[src/rtl/fifo_sync_param.sv]
// Parametrised synchronous circular-buffer FIFO for the UART datapath.
// Provides occupancy, programmable almost flags, error pulses, flush, and same-cycle load/read.
module fifo_sync_param #(
  parameter int DATA_W   = 8,
  parameter int DEPTH    = 8,
  parameter int AF_LEVEL = DEPTH - 2,
  parameter int AE_LEVEL = 2
) (
  input  logic                       clk_fifo_i,
  input  logic                       reset,
  input  logic                       flush,
  input  logic                       load,
  input  logic                       read,
  input  logic [DATA_W-1:0]          data_in,
  output logic [DATA_W-1:0]          data_out,
  output logic                       LD_fifo_done,
  output logic                       RD_fifo_done,
  output logic                       full,
  output logic                       empty,
  output logic                       almost_full,
  output logic                       almost_empty,
  output logic [$clog2(DEPTH):0]     count,
  output logic                       overflow,
  output logic                       underflow
);

  localparam int PW = $clog2(DEPTH);
  localparam int CW = PW + 1;
  localparam logic [CW-1:0] DEPTH_C = CW'(DEPTH);
  localparam logic [CW-1:0] AF_C    = CW'(AF_LEVEL);
  localparam logic [CW-1:0] AE_C    = CW'(AE_LEVEL);

  logic [DATA_W-1:0] mem [DEPTH];
  logic [PW-1:0]     wr_ptr;
  logic [PW-1:0]     rd_ptr;
  logic              rd_acc;
  logic              wr_acc;

  assign full         = (count == DEPTH_C);
  assign empty        = (count == '0);
  assign almost_full  = (count >= AF_C);
  assign almost_empty = (count <= AE_C);

  // A full FIFO still takes a write when a read frees a slot in the same cycle.
  assign rd_acc = read & ~empty;
  assign wr_acc = load & (~full | rd_acc);

  // Storage has no reset; only the pointers and count are cleared.
  always_ff @(posedge clk_fifo_i) begin
    if (!reset && !flush && wr_acc) begin
      mem[wr_ptr] <= data_in;
    end
  end

  always_ff @(posedge clk_fifo_i) begin
    if (reset) begin
      wr_ptr       <= '0;
      rd_ptr       <= '0;
      count        <= '0;
      data_out     <= '0;
      LD_fifo_done <= 1'b0;
      RD_fifo_done <= 1'b0;
      overflow     <= 1'b0;
      underflow    <= 1'b0;
    end else if (flush) begin
      wr_ptr       <= '0;
      rd_ptr       <= '0;
      count        <= '0;
      LD_fifo_done <= 1'b0;
      RD_fifo_done <= 1'b0;
      overflow     <= 1'b0;
      underflow    <= 1'b0;
    end else begin
      if (wr_acc) begin
        wr_ptr <= wr_ptr + PW'(1);
      end
      if (rd_acc) begin
        data_out <= mem[rd_ptr];
        rd_ptr   <= rd_ptr + PW'(1);
      end
      if (wr_acc && !rd_acc) begin
        count <= count + CW'(1);
      end else if (rd_acc && !wr_acc) begin
        count <= count - CW'(1);
      end
      LD_fifo_done <= wr_acc;
      RD_fifo_done <= rd_acc;
      overflow     <= load & ~wr_acc;
      underflow    <= read & ~rd_acc;
    end
  end

endmodule

[config.mk]
export PLATFORM = sky130hd
export DESIGN_NAME = fifo_sync_param
export DESIGN_NICKNAME = d
export VERILOG_FILES = /design/src/rtl/fifo_sync_param.sv
export SDC_FILE = /design/constraint.sdc
export NUM_CORES = 1
export LEC_CHECK = 0
export BUFFER_PORTS_ARGS = -buffer_cell sky130_fd_sc_hd__buf_4
export CORE_ASPECT_RATIO = 1.75
export CORE_MARGIN = 8
export CORE_UTILIZATION = 45
export DETAILED_ROUTE_END_ITERATION = 6
export GPL_TIMING_DRIVEN = 1
export SLEW_MARGIN = 20
export SYNTH_ARGS = -nofsm -noshare
export SYNTH_HDL_FRONTEND = slang
export SYNTH_SLANG_ARGS = --single-unit
[constraint.sdc]
create_clock -name clk_fifo_i -period 4.76 [get_ports clk_fifo_i]
set_clock_uncertainty 0.05 [all_clocks]
set_input_delay 0.476 -clock clk_fifo_i [delete_from_list [all_inputs] [get_ports clk_fifo_i]]
set_output_delay 0.476 -clock clk_fifo_i [all_outputs]
set_load 0.01 [all_outputs]
==> flow_summary.toml, run 1 <==
[yosys]
netlist_instances = 215
synth_compound_area_share_pct = 4.61
synth_mux_area_share_pct = 10.8
avgSynthCellArea_sq_um = 15.9
synth_top_family_by_area = "multiplexers"
synth_seq_cells = 86
ys_seq_area_share_pct = 69.1
yosys.area_share.simple_pct = 8.12
yosysUniqueCellTypes = 35
synth_area_sq_um = 3420
synthAdderAreaFrac_pct = 2.41
synth_xor_area_share_pct = 1.54
syn-num-nets = 234
yosys_warnings = 0

[global_routing]
grt-busiest-layer = "met2"
grt_usage_pct = 14.0
grt_use_met2_pct = 22.4
grt_max_degree = 19
use_met1_pct = 15.6
first_global_vias = 2037
antenna_found_initial = 0
grt_pass1_wl_um = 10800
met3_usage_pct = 3.42
grt_overflow = 0

[worst_setup_path]
crit_chain = "or4b_2 > o21a_1 > ha_1 > inv_1 > ha_1 > a21oi_1 > nand3_1 > a211oi_1 > a31o_2"
cp_slowest_cell = "or4b_2"
required_ps = 4990
timing_worst_setup_path_type = "reg -> reg"
cp-end-kind = "flop"
start_kind = "flop"
critPathTopFamily = "simple AND/OR/NAND/NOR gates"
crit_top_cell = "ha_1"
cp_slowest_stage_delay_ps = 760
arrival_ps = 3130
crit_buf_inv = 1
ff2ff_setup_slack_ps = 1860
crit_fanout = 7

[run_status]
status = "finished, final reports clean"

[power]
fin_total_pwr_mw = 1.62
irDropWorstVdd_mv = 0.260
leakagePower_nw = 1.41
power.density_nw_per_um2 = 404
p_seq_share_pct = 51.5
p_int_mw = 1.26
combPwrFrac_pct = 9.7
swShare_pct = 22.4
netSwitchingPower_mw = 0.364
clkPwrFrac_pct = 38.8

[die]
dieWidth_um = 81.9
core_area_sq_um = 7460
start_util_pct = 45.8
pin_count = 33
die_area_sq_um = 10800
fp.dieH_um = 131
placementRows = 42

[layout]
diodes = 0
final_util_pct = 53.8
final_area_sq_um = 4020
fin_nets = 269
layout-drive-gt1-share_pct = 30.2
synthToLayoutAreaGrowth_pct = 17.4

[place]
place_hpwl_um = 4580
place_congestion = 0.693
numPortBuffers = 32
place_area_sq_um = 3750

[route]
ant_nets = 0
post_drt_wl_per_cell_um = 19.5
wirelength_um = 6690
drc = 0
routed-via-count = 1867
viasPerCell = 5.44
drtIter0Drc = 157
drt_first_pass_iters = 4

[sta]
fin_setup_tns_ps = 0
finalHoldViolations = 0
clock.fmax_mhz = 345
worstMarginPinSlew_ps = 911
rsz0062_at_grt = "no"
finalCritPeriodShare_pct = 60.9
timing.final.max_slew_violations = 0
finalSetupViolations = 0
period_needed_ps = 2900
relSlewSlack_pct = 39.1

[clock_network]
cts.sinks = 86
clock_latency_ps = 330
clock_tree.root_cell = "clkbuf_16"
cts.path.max_buffers = 2
ctsResizeCount = 0
htree_levels = 3
numCtsBuffers = 9
cts.clk_slew.worst_paths_ps = 60
cts_hold_buffers = 0
cts_setup_buffers = 0
cts_tree = "built"

[job]
cap_viol_max_count = 0

[min_path]
hp-class = "in -> reg"
routing by layer:
| layer | wire (um) | up-vias |
|---|---|---|
| met5 | 0 | - |
| met4 | 218 | 0 |
| met3 | 298 | 16 |
| met2 | 3570 | 48 |
| met1 | 2600 | 922 |
| li1 | - | 881 |
power groups by stage:
| stage | combinational [mW] | sequential (mW) | clock [mW] |
|---|---|---|---|
| 3_3_place_gp | 0.161 | 0.852 | 0 |
| 6_report | 0.157 | 0.836 | 0.629 |
| 5_1_grt | 0.174 | 0.839 | 0.668 |
| 4_1_cts | 0.162 | 0.837 | 0.643 |
| 3_5_place_dp | 0.161 | 0.852 | 0 |
| 2_1_floorplan | 0.0990 | 0.851 | 0 |
state kept, by name, indices dropped and copies added (netlist names):
| register | flops |
|---|---|
| overflow | 1 |
| rd_ptr | 3 |
| count | 4 |
| data_out | 8 |
| wr_ptr | 3 |
| underflow | 1 |
| LD_fifo_done | 1 |
| RD_fifo_done | 1 |
| mem | 64 |
worst paths after layout:
| kind | start | to | cells past startpoint |
|---|---|---|---|
| worst min register to register | data_out[3] | data_out[3] | 2 |
| worst min-delay path | data_in[1] | mem[7][1] | 1 |
| worst max-delay path | count[0] | count[3] | 9 |
| worst max register to register | count[0] | count[3] | 9 |
area by class of cell:
cell class | count | area (sq um)
clock buffer | 12 | 246
sequential | 86 | 2360
clock inverter | 4 | 22.5
multi-input combinational | 105 | 962
inverter | 13 | 48.8
fill | 644 | 3450
timing repair buffer | 35 | 263
tap | 88 | 110
layout by cell type (no fill, tap or decap), drive strengths merged, types with 2 or more instances in the layout:
master,netlist,layout
nor2,13,13
ha,5,5
and3,2,2
clkinv,0,3
xor2,4,4
buf,7,35
o211ai,9,9
inv,13,13
dfxtp,22,22
xnor2,2,2
a211oi,2,2
nand3,14,14
mux4,16,16
clkbuf,4,12
nand2b,3,3
nand2,14,14
a21oi,3,3
nor3,5,5
edfxtp,64,64
per-stage QoR:
stage / setup slack, ps / cells / hold slack [ps]
2_1_floorplan: 2040 / 215 / 447
3_3_place_gp: 1890 / 327 / 403
3_5_place_dp: 1860 / 327 / 417
4_1_cts: 1840 / 343 / 313
5_1_grt: 1640 / 343 / 325
6_report: 1860 / 343 / 324
cell families after synthesis:
logic type	after synthesis
adder cells (fa/ha/maj)	6
XOR/XNOR	6
multiplexers	17
AO/OA/AOI/OAI	20
AND/OR/NAND/NOR	56
flip-flops	86
buffers and inverters	24
cells in the mapped netlist:
cell	n	area, sq um
buf_6	2	22.5
nor3_1	5	25.0
or4_1	1	7.51
and2_2	1	7.51
a31oi_4	1	21.3
ha_1	5	62.6
clkbuf_1	4	15.0
a211oi_1	2	15.0
inv_1	13	48.8
nand2_1	14	52.6
a21oi_1	3	15.0
a211o_1	1	8.76
nand2b_1	2	12.5
or2_2	1	6.26
buf_4	2	15.0
edfxtp_1	64	1920
buf_2	3	15.0
mux2i_1	1	10.0
o211ai_1	9	67.6
or4b_2	1	10.0
a31o_2	1	8.76
nor4_1	1	6.26
a21o_2	1	8.76
nor2_1	13	48.8
xnor2_1	2	17.5
mux4_2	16	360
and3_1	1	6.26
dfxtp_1	22	440
xor2_1	4	35.0
and3_4	1	11.3
o21ai_0	1	5.00
o21a_1	1	7.51
nand3_1	14	70.1
fa_1	1	20.0
nand2b_4	1	13.8
Power figures use the tool's default switching activity.
==> inputs of run 2 (changes only) <==
ABC_AREA = 1   (was unset)
clock period = 3 ns   (was 4.76 ns; I/O delays follow)
==> flow_summary.toml, run 2 <==
[run_status]
status = "finished, final reports clean"

[yosys]
async_flop_share_pct = 0
synth_area_sq_um = 3760
synth_common_cells = "nand2_1 (105), edfxtp_1 (64), inv_1 (63)"
ys_seq_area_share_pct = 62.8
synth_flop_cell = "edfxtp_1"
synth.largest_area_cell = "edfxtp_1"
yosys_warnings = 0
synth_seq_cells = 86
synth_edf_count = 64
synth_top_area_share_pct = 51.1
synth_most_common_cell = "nand2_1"
yosysUniqueCellTypes = 28
avgSynthCellArea_sq_um = 9.82
netlist_instances = 383
synth_area_leaders = "edfxtp_1 (51%), dfxtp_1 (12%), nand2_1 (10%)"
syn-num-nets = 402

[sta]
period_needed_ps = 2270
rsz0062_at_grt = "no"
timing.final.max_slew_violations = 0
fin_setup_tns_ps = 0
relSlewSlack_pct = 63.3
finalHoldViolations = 0
clock.fmax_mhz = 440
finalCritPeriodShare_pct = 75.8
finalSetupViolations = 0
worstMarginPinSlew_ps = 549

[power]
leakagePower_nw = 1.92
power.density_nw_per_um2 = 626
irDropWorstVdd_mv = 0.326
fin_total_pwr_mw = 2.77

[worst_setup_path]
arrival_ps = 2490
required_ps = 3220
timing_worst_setup_path_type = "reg -> reg"
cp_slowest_stage_delay_ps = 370
crit_top_cell = "nand2_1"
cp-end-kind = "flop"
start_kind = "flop"
crit_chain = "nor2_2 > nand4_1 > nand2_2 > inv_2 > ha_1 > inv_1 > ha_1 > or2_2 > nand2_1 > nand3_1 > nand2_1 > nand2_1 > a21oi_1"
cp_slowest_cell = "dfxtp_1"
crit_fanout = 6

[clock_network]
clock_tree.root_cell = "clkbuf_16"
numCtsBuffers = 9
cts_hold_buffers = 0
ctsResizeCount = 0
htree_levels = 3
clock_latency_ps = 340
cts.sinks = 86
cts.path.max_buffers = 2
cts.clk_slew.worst_paths_ps = 60
cts_tree = "built"
cts_setup_buffers = 0

[route]
routed-via-count = 2597
ant_nets = 0
drt_first_pass_iters = 4
wirelength_um = 8200
drc = 0
viasPerCell = 4.98
drtIter0Drc = 207
post_drt_wl_per_cell_um = 15.7

[die]
placementRows = 44
core_area_sq_um = 8200
die_area_sq_um = 11700
start_util_pct = 45.9
fp.dieH_um = 137
pin_count = 33
dieWidth_um = 85.1

[global_routing]
grt_max_degree = 35
first_global_vias = 2656
grt_pass1_wl_um = 13200
grt_usage_pct = 15.2
grt_overflow = 0
antenna_found_initial = 0

[layout]
diodes = 0
layout_commonest_cell = "nand2_1"
layout_common_cells = "nand2_1 (105), edfxtp_1 (64), inv_1 (63)"
largestRegisters = "mem x64, data_out x8, count x4"
largest_register_ffs = 64
layout-drive-gt1-share_pct = 17.0
top_register = "mem"
fin_nets = 443
final_util_pct = 53.8
synthToLayoutAreaGrowth_pct = 17.4

[job]
cap_viol_max_count = 0

[min_path]
hp-class = "in -> reg"

[place]
place_hpwl_um = 5700
numPortBuffers = 32
place_congestion = 0.802
run 2: layout make-up:
| cell class | instances | area (sq um) |
|---|---|---|
| Clock buffer | 10 | 229 |
| Clock inverter | 6 | 86.3 |
| Fill cell | 747 | 3790 |
| Inverter | 69 | 265 |
| Multi-Input combinational cell | 216 | 1040 |
| Sequential cell | 86 | 2360 |
| Tap cell | 92 | 115 |
| Timing Repair Buffer | 42 | 315 |
run 2: power breakdown:
part           internal (mW)  switching, mW  leakage, nW
logic                  0.105          0.174         1.01
registers               1.30         0.0205        0.755
clock network          0.727          0.439        0.152
total                   2.13          0.633         1.92
run 2: layer usage:
metal	vias to the layer above	GRT usage, %	share of wire (%)
met1	1207	15.6	39
li1	1316	-	-
met3	11	4.51	5.5
met2	63	27.2	53
met5	-	0	0
met4	0	7.58	2.3
run 2: cell families after synthesis:
group                    Yosys count  share of synthesized area [%]
adder cells (fa/ha/maj)            6                           2.19
flip-flops                        86                           62.8
XOR/XNOR                           2                          0.466
buffers and inverters             81                           9.51
AND/OR/NAND/NOR                  181                           21.5
AO/OA/AOI/OAI                     27                           3.59
run 2: final timing paths:
check | start | endpoint | slack [ps] | cells after the start
max | count[0] | count[3] | 730 | 13
min | data_in[2] | mem[1][2] | 150 | 1
max reg2reg | count[0] | count[3] | 730 | 13
min reg2reg | data_out[2] | data_out[2] | 410 | 2
run 2: critical path, delay by kind of cell (launching register included):
family	cells	cell delay, ps
AND/OR/NAND/NOR	8	1010
adder cells (fa/ha/maj)	2	470
flip-flops	1	370
buffers and inverters	2	190
AO/OA/AOI/OAI	1	120
run 2: through the flow:
stage               setup WS [ps]  instance area, sq um  std cells  hold WS (ps)
floorplan                     902                  3760        383           349
global placement              769                  4100        505           403
detailed placement            712                  4100        505           405
CTS                           697                  4420        521           145
global route                  538                  4420        521           144
finish                        726                  4420        521           153
